[src/rtl/serial_adder_pkg.sv]
// serial_adder shared package: state encoding and WIDTH limits.
// Optional subtract mode is enabled by macro SERIAL_ADDER_SUB_EN.
package serial_adder_pkg;

  localparam logic [1:0] ST_IDLE = 2'd0;
  localparam logic [1:0] ST_RUN  = 2'd1;
  localparam logic [1:0] ST_DONE = 2'd2;

  localparam int WIDTH_MIN = 2;
  localparam int WIDTH_MAX = 32;

  typedef enum logic [1:0] {
    S_IDLE = ST_IDLE,
    S_RUN  = ST_RUN,
    S_DONE = ST_DONE
  } state_t;

endpackage

[src/rtl/serial_adder_fa_cell.sv]
// fa_cell: combinational 1-bit full adder used by serial_adder.
// Optional subtract mode (SERIAL_ADDER_SUB_EN) does not affect this cell.
module fa_cell (
  input  logic x,
  input  logic y,
  input  logic ci,
  output logic s,
  output logic co
);

  assign s  = x ^ y ^ ci;
  assign co = (x & y) | (x & ci) | (y & ci);

endmodule

[src/rtl/serial_adder.sv]
// serial_adder: bit-serial WIDTH-bit adder, LSB first, start/done handshake.
// Define SERIAL_ADDER_SUB_EN to add the sub input and ovf output.
module serial_adder
  import serial_adder_pkg::*;
#(
  parameter int WIDTH = 8
) (
  input  logic             clk,
  input  logic             rst,
  input  logic             start,
  input  logic [WIDTH-1:0] a,
  input  logic [WIDTH-1:0] b,
  input  logic             carry_in,
`ifdef SERIAL_ADDER_SUB_EN
  input  logic             sub,
  output logic             ovf,
`endif
  output logic             busy,
  output logic             done,
  output logic [WIDTH-1:0] sum,
  output logic             carry_out
);

  localparam int CNT_W = $clog2(WIDTH);

  if (WIDTH < WIDTH_MIN || WIDTH > WIDTH_MAX) begin : g_bad_width
    $error("serial_adder: WIDTH out of range");
  end

  state_t           r_state;
  state_t           w_next;
  logic [WIDTH-1:0] r_a_sh;
  logic [WIDTH-1:0] r_b_sh;
  logic [WIDTH-2:0] r_acc;
  logic [WIDTH-1:0] r_sum;
  logic             r_c;
  logic             r_cout;
  logic [CNT_W-1:0] r_cnt;
  logic             w_s;
  logic             w_co;
  logic             w_run;
  logic             w_last;
  logic             w_accept;
  logic [WIDTH-1:0] w_acc_nx;
  logic [WIDTH-1:0] w_b_ld;
  logic             w_c_ld;

  assign w_run    = (r_state == S_RUN);
  assign w_last   = w_run && (r_cnt == CNT_W'(WIDTH - 1));
  assign w_accept = start &&
                    ((r_state == S_IDLE) || (r_state == S_DONE));
  assign w_acc_nx = {w_s, r_acc};

  // Subtract is a + ~b + 1, so only the B load and carry seed differ.
`ifdef SERIAL_ADDER_SUB_EN
  logic r_ovf;
  assign w_b_ld = sub ? ~b : b;
  assign w_c_ld = sub ? 1'b1 : carry_in;
  assign ovf    = r_ovf;
`else
  assign w_b_ld = b;
  assign w_c_ld = carry_in;
`endif

  fa_cell u_fa (
    .x  (r_a_sh[0]),
    .y  (r_b_sh[0]),
    .ci (r_c),
    .s  (w_s),
    .co (w_co)
  );

  always_ff @(posedge clk) begin
    if (rst) r_state <= S_IDLE;
    else     r_state <= w_next;
  end

  always_comb begin
    w_next = r_state;
    unique case (r_state)
      S_IDLE:  if (start) w_next = S_RUN;
      S_RUN:   if (w_last) w_next = S_DONE;
      S_DONE:  w_next = start ? S_RUN : S_IDLE;
      default: w_next = S_IDLE;
    endcase
  end

  always_ff @(posedge clk) begin
    if (rst) begin
      r_a_sh <= '0;
      r_b_sh <= '0;
      r_acc  <= '0;
      r_c    <= 1'b0;
      r_cnt  <= '0;
      r_sum  <= '0;
      r_cout <= 1'b0;
`ifdef SERIAL_ADDER_SUB_EN
      r_ovf  <= 1'b0;
`endif
    end else if (w_accept) begin
      r_a_sh <= a;
      r_b_sh <= w_b_ld;
      r_c    <= w_c_ld;
      r_cnt  <= '0;
    end else if (w_run) begin
      r_a_sh <= r_a_sh >> 1;
      r_b_sh <= r_b_sh >> 1;
      r_c    <= w_co;
      r_acc  <= w_acc_nx[WIDTH-1:1];
      r_cnt  <= r_cnt + CNT_W'(1);
      if (w_last) begin
        r_sum  <= w_acc_nx;
        r_cout <= w_co;
`ifdef SERIAL_ADDER_SUB_EN
        r_ovf  <= r_c ^ w_co;
`endif
      end
    end
  end

  assign busy      = w_run;
  assign done      = (r_state == S_DONE);
  assign sum       = r_sum;
  assign carry_out = r_cout;

endmodule

[config.mk]
export PLATFORM = sky130hd
export DESIGN_NAME = serial_adder
export DESIGN_NICKNAME = d
export VERILOG_FILES = /design/src/rtl/serial_adder_pkg.sv /design/src/rtl/serial_adder_fa_cell.sv /design/src/rtl/serial_adder.sv
export SDC_FILE = /design/constraint.sdc
export NUM_CORES = 1
export LEC_CHECK = 0
export CAP_MARGIN = 25
export CELL_PAD_IN_SITES_DETAIL_PLACEMENT = 0
export CELL_PAD_IN_SITES_GLOBAL_PLACEMENT = 1
export CORE_MARGIN = 1.5
export CORE_UTILIZATION = 37
export CTS_CLUSTER_DIAMETER = 30
export CTS_CLUSTER_SIZE = 28
export DETAILED_ROUTE_END_ITERATION = 16
export PLACE_DENSITY = 0.85
export SETUP_SLACK_MARGIN = 0.05
export SLEW_MARGIN = 20
export SYNTH_ARGS = -nofsm -noshare
export SYNTH_HDL_FRONTEND = slang
export SYNTH_HIERARCHICAL = 1
export SYNTH_SLANG_ARGS = --single-unit
[constraint.sdc]
create_clock -name clk -period 1.4 [get_ports clk]
set_input_delay 0.28 -clock clk [delete_from_list [all_inputs] [get_ports clk]]
set_output_delay 0.28 -clock clk [all_outputs]
set_load 0.02 [all_outputs]
==> flow_summary.json <==
{
  "nets": 232,
  "ys_warn_count": 6,
  "async_reset_ff_share_pct": 0,
  "fin_ws_ns": 0.110,
  "diodes": 0,
  "post_drt_wl_per_cell_um": 11.9,
  "final_cell_count_no_fill": 260,
  "synth_cell_type_count": 24,
  "ys.flop_type": "dfxtp_1",
  "cts_tree": "done",
  "hpwl_um": 2020,
  "crit_end": "busy",
  "max_clock_freq_ghz": 0.775,
  "drive_gt1_share_pct": 12.4,
  "die_h_um": 67.0,
  "required_ns": 1.12,
  "drtPass1Iterations": 4,
  "worstMarginPinSlew_ns": 0.290,
  "r2r_end": "r_a_sh[6]$_SDFFE_PP0P_",
  "drc": 0,
  "yosysSeqAreaShare_pct": 50.1,
  "dp.cells": 252,
  "period_share_pct": 92.2,
  "gp_congestion": 0.756,
  "p_total_mw": 2.23,
  "max_slew_margin_pct": 80.6,
  "antenna_found_initial": 0,
  "cts_buffer_depth": 2,
  "holdBufCountCts": 0,
  "synth_area_leaders": "dfxtp_1, nand2_1, a21oi_1",
  "wirelength_um": 3100,
  "crit_path_end_kind": "output port",
  "worstHoldPathType": "reg -> reg",
  "first_global_vias": 1251,
  "grt-ovfl-total": 0,
  "finClkSkew_ns": 0.00705,
  "criticalPathCategory": "reg -> out",
  "synth_top_area_share_pct": 50.1,
  "crit_start": "r_state[1]$_SDFFE_PP0P_",
  "synth.most_common_cell": "dfxtp_1",
  "period_minus_slack_ns": 1.29,
  "setup_viol": 0,
  "maxCapViolCount": 0,
  "r2r_start": "r_state[1]$_SDFFE_PP0P_",
  "via_count": 1302,
  "io_buffer_count": 30,
  "r2r_slack_ns": 0.16,
  "clkLatencyLatePin_ns": 0.29,
  "core_um2": 3970,
  "clockRootBuffer": "clkbuf_8",
  "cts_sinks": 38,
  "track_usage_pct": 16.3,
  "nFillCells": 398,
  "die_area_um2": 4500,
  "ff2ff_path_depth": 4,
  "vdd_ir_drop_max_v": 0.000520,
  "antenna_left": 0,
  "finalHoldViolCount": 0,
  "yosysTopAreaCell": "dfxtp_1",
  "post-route-util_pct": 49.7,
  "arrival_ns": 1.01,
  "areaGrowthSynthToFinish_pct": 30.2,
  "cts_buffers": 5,
  "crit_path_start_kind": "flip-flop",
  "grt_pass1_wl_um": 5530,
  "grt_max_degree": 39,
  "num_rows": 23,
  "syn_area_per_cell_um2": 8.72,
  "dp_slack_ns": -0.0932,
  "cp_max_fo": 3,
  "htreeDepth": 2,
  "synthTopCellsByCount": "dfxtp_1, nand2_1, a21oi_1",
  "synth_fp_nets": 197,
  "synth_edf_count": 0,
  "ioPinCount": 31,
  "ys_ff_latch": 38,
  "clk_pin_slew_worst_paths_ns": 0.07,
  "synth_cells": 174,
  "synthesis.area_um2": 1520,
  "p_leak_nw": 0.763,
  "holdWs_ns": 0.451,
  "dieWidth_um": 67.0,
  "vias_per_cell": 5.01,
  "pwr_density_cell_nw_per_um2": 1130,
  "slew_viol_final": 0,
  "status": "finished, final reports clean",
  "initial_core_util_pct": 38.2,
  "drtIter0Drc": 93,
  "rsz0062_at_grt": "yes"
}
## through the flow
| step | TNS, ns | area, um^2 |
|---|---|---|
| after floorplan | 0 | 1520 |
| after global placement | -0.418 | 1900 |
| after detailed placement | -0.877 | 1900 |
| after CTS | 0 | 1980 |
| after global routing | 0 | 1980 |
| final | 0 | 1980 |
## worst max-delay path, cell delays in order, from the launching register on
cell and delay (ns):
dfxtp_1 0.31, nand2b_2 0.21, inv_6 0.07, buf_2 0.15
## layout make-up
class                      instances  area (um^2)  share of cell area [%]
inverter                           1         8.76                   0.443
clock buffer                       7         86.3                    4.37
multi-input combinational        121          663                    33.6
clock inverter                     1         5.00                   0.253
tap                               50         62.6                    3.17
sequential                        38          761                    38.5
timing repair buffer              42          389                    19.7
## cells by family (layout without fill, tap and decap cells)
logic type / Yosys count / after routing / synth area share [%]
multiplexers: 3 / 3 / 1.98
buffers and inverters: 15 / 51 / 6.35
adder cells (fa/ha/maj): 3 / 3 / 2.97
flip-flops: 38 / 38 / 50.1
AND/OR/NAND/NOR: 79 / 79 / 23.1
AO/OA/AOI/OAI: 35 / 35 / 14.9
XOR/XNOR: 1 / 1 / 0.577
## placed cells by master (no fill, tap or decap), types with 3 or more instances in the layout
cell             count
nand3_1             12
nor2_1               8
mux2i_1              3
dlygate4sd2_1        9
clkdlybuf4s50_1     19
nand2_1             35
a311oi_1             4
a21oi_1             19
o22ai_1              7
nor3_1              18
clkbuf_8             6
dfxtp_1             38
buf_4               10
## metal layers
layer,vias up,track usage (%),routed length [um],share of wire (%)
li1,673,-,-,-
met1,607,20.2,1510,49
met2,17,25.9,1420,46
met3,5,3.38,100,3.2
met4,0,9.18,69,2.2
met5,-,0,0,0
## power breakdown
part	internal, mW	switching (mW)	total [mW]
registers	1.13	0.0326	1.17
clock network	0.397	0.365	0.762
logic	0.149	0.150	0.298
## how the worst min path moves through the flow
stage / to / cells past startpoint / startpoint / slack (ns)
detailed placement: sum[7]$_SDFFE_PP0P_ / 2 / sum[7]$_SDFFE_PP0P_ / 0.45
CTS: sum[7]$_SDFFE_PP0P_ / 2 / sum[7]$_SDFFE_PP0P_ / 0.46
global placement: r_acc[0]$_SDFFE_PP0P_ / 2 / r_acc[0]$_SDFFE_PP0P_ / 0.44
global route: sum[5]$_SDFFE_PP0P_ / 2 / sum[5]$_SDFFE_PP0P_ / 0.47
finish: sum[1]$_SDFFE_PP0P_ / 2 / sum[1]$_SDFFE_PP0P_ / 0.45
floorplan: r_a_sh[7]$_SDFFE_PP0P_ / 2 / a[7] / 0.42
## sequential cells by signal, summed over array words and instances, names as in the netlist
| signal | cells |
|---|---|
| sum | 8 |
| r_acc | 7 |
| carry_out | 1 |
| r_b_sh | 8 |
| r_state | 2 |
| r_cnt | 3 |
| r_a_sh | 8 |
| r_c | 1 |
## repair_timing
| action | in CTS | in global routing |
|---|---|---|
| pin swaps | 0 | 0 |
| setup buffers | 0 | 0 |
| endpoints found under the setup margin | 13 | 4 |
| gates resized for setup | 17 | 2 |
Power figures use the tool's default switching activity.
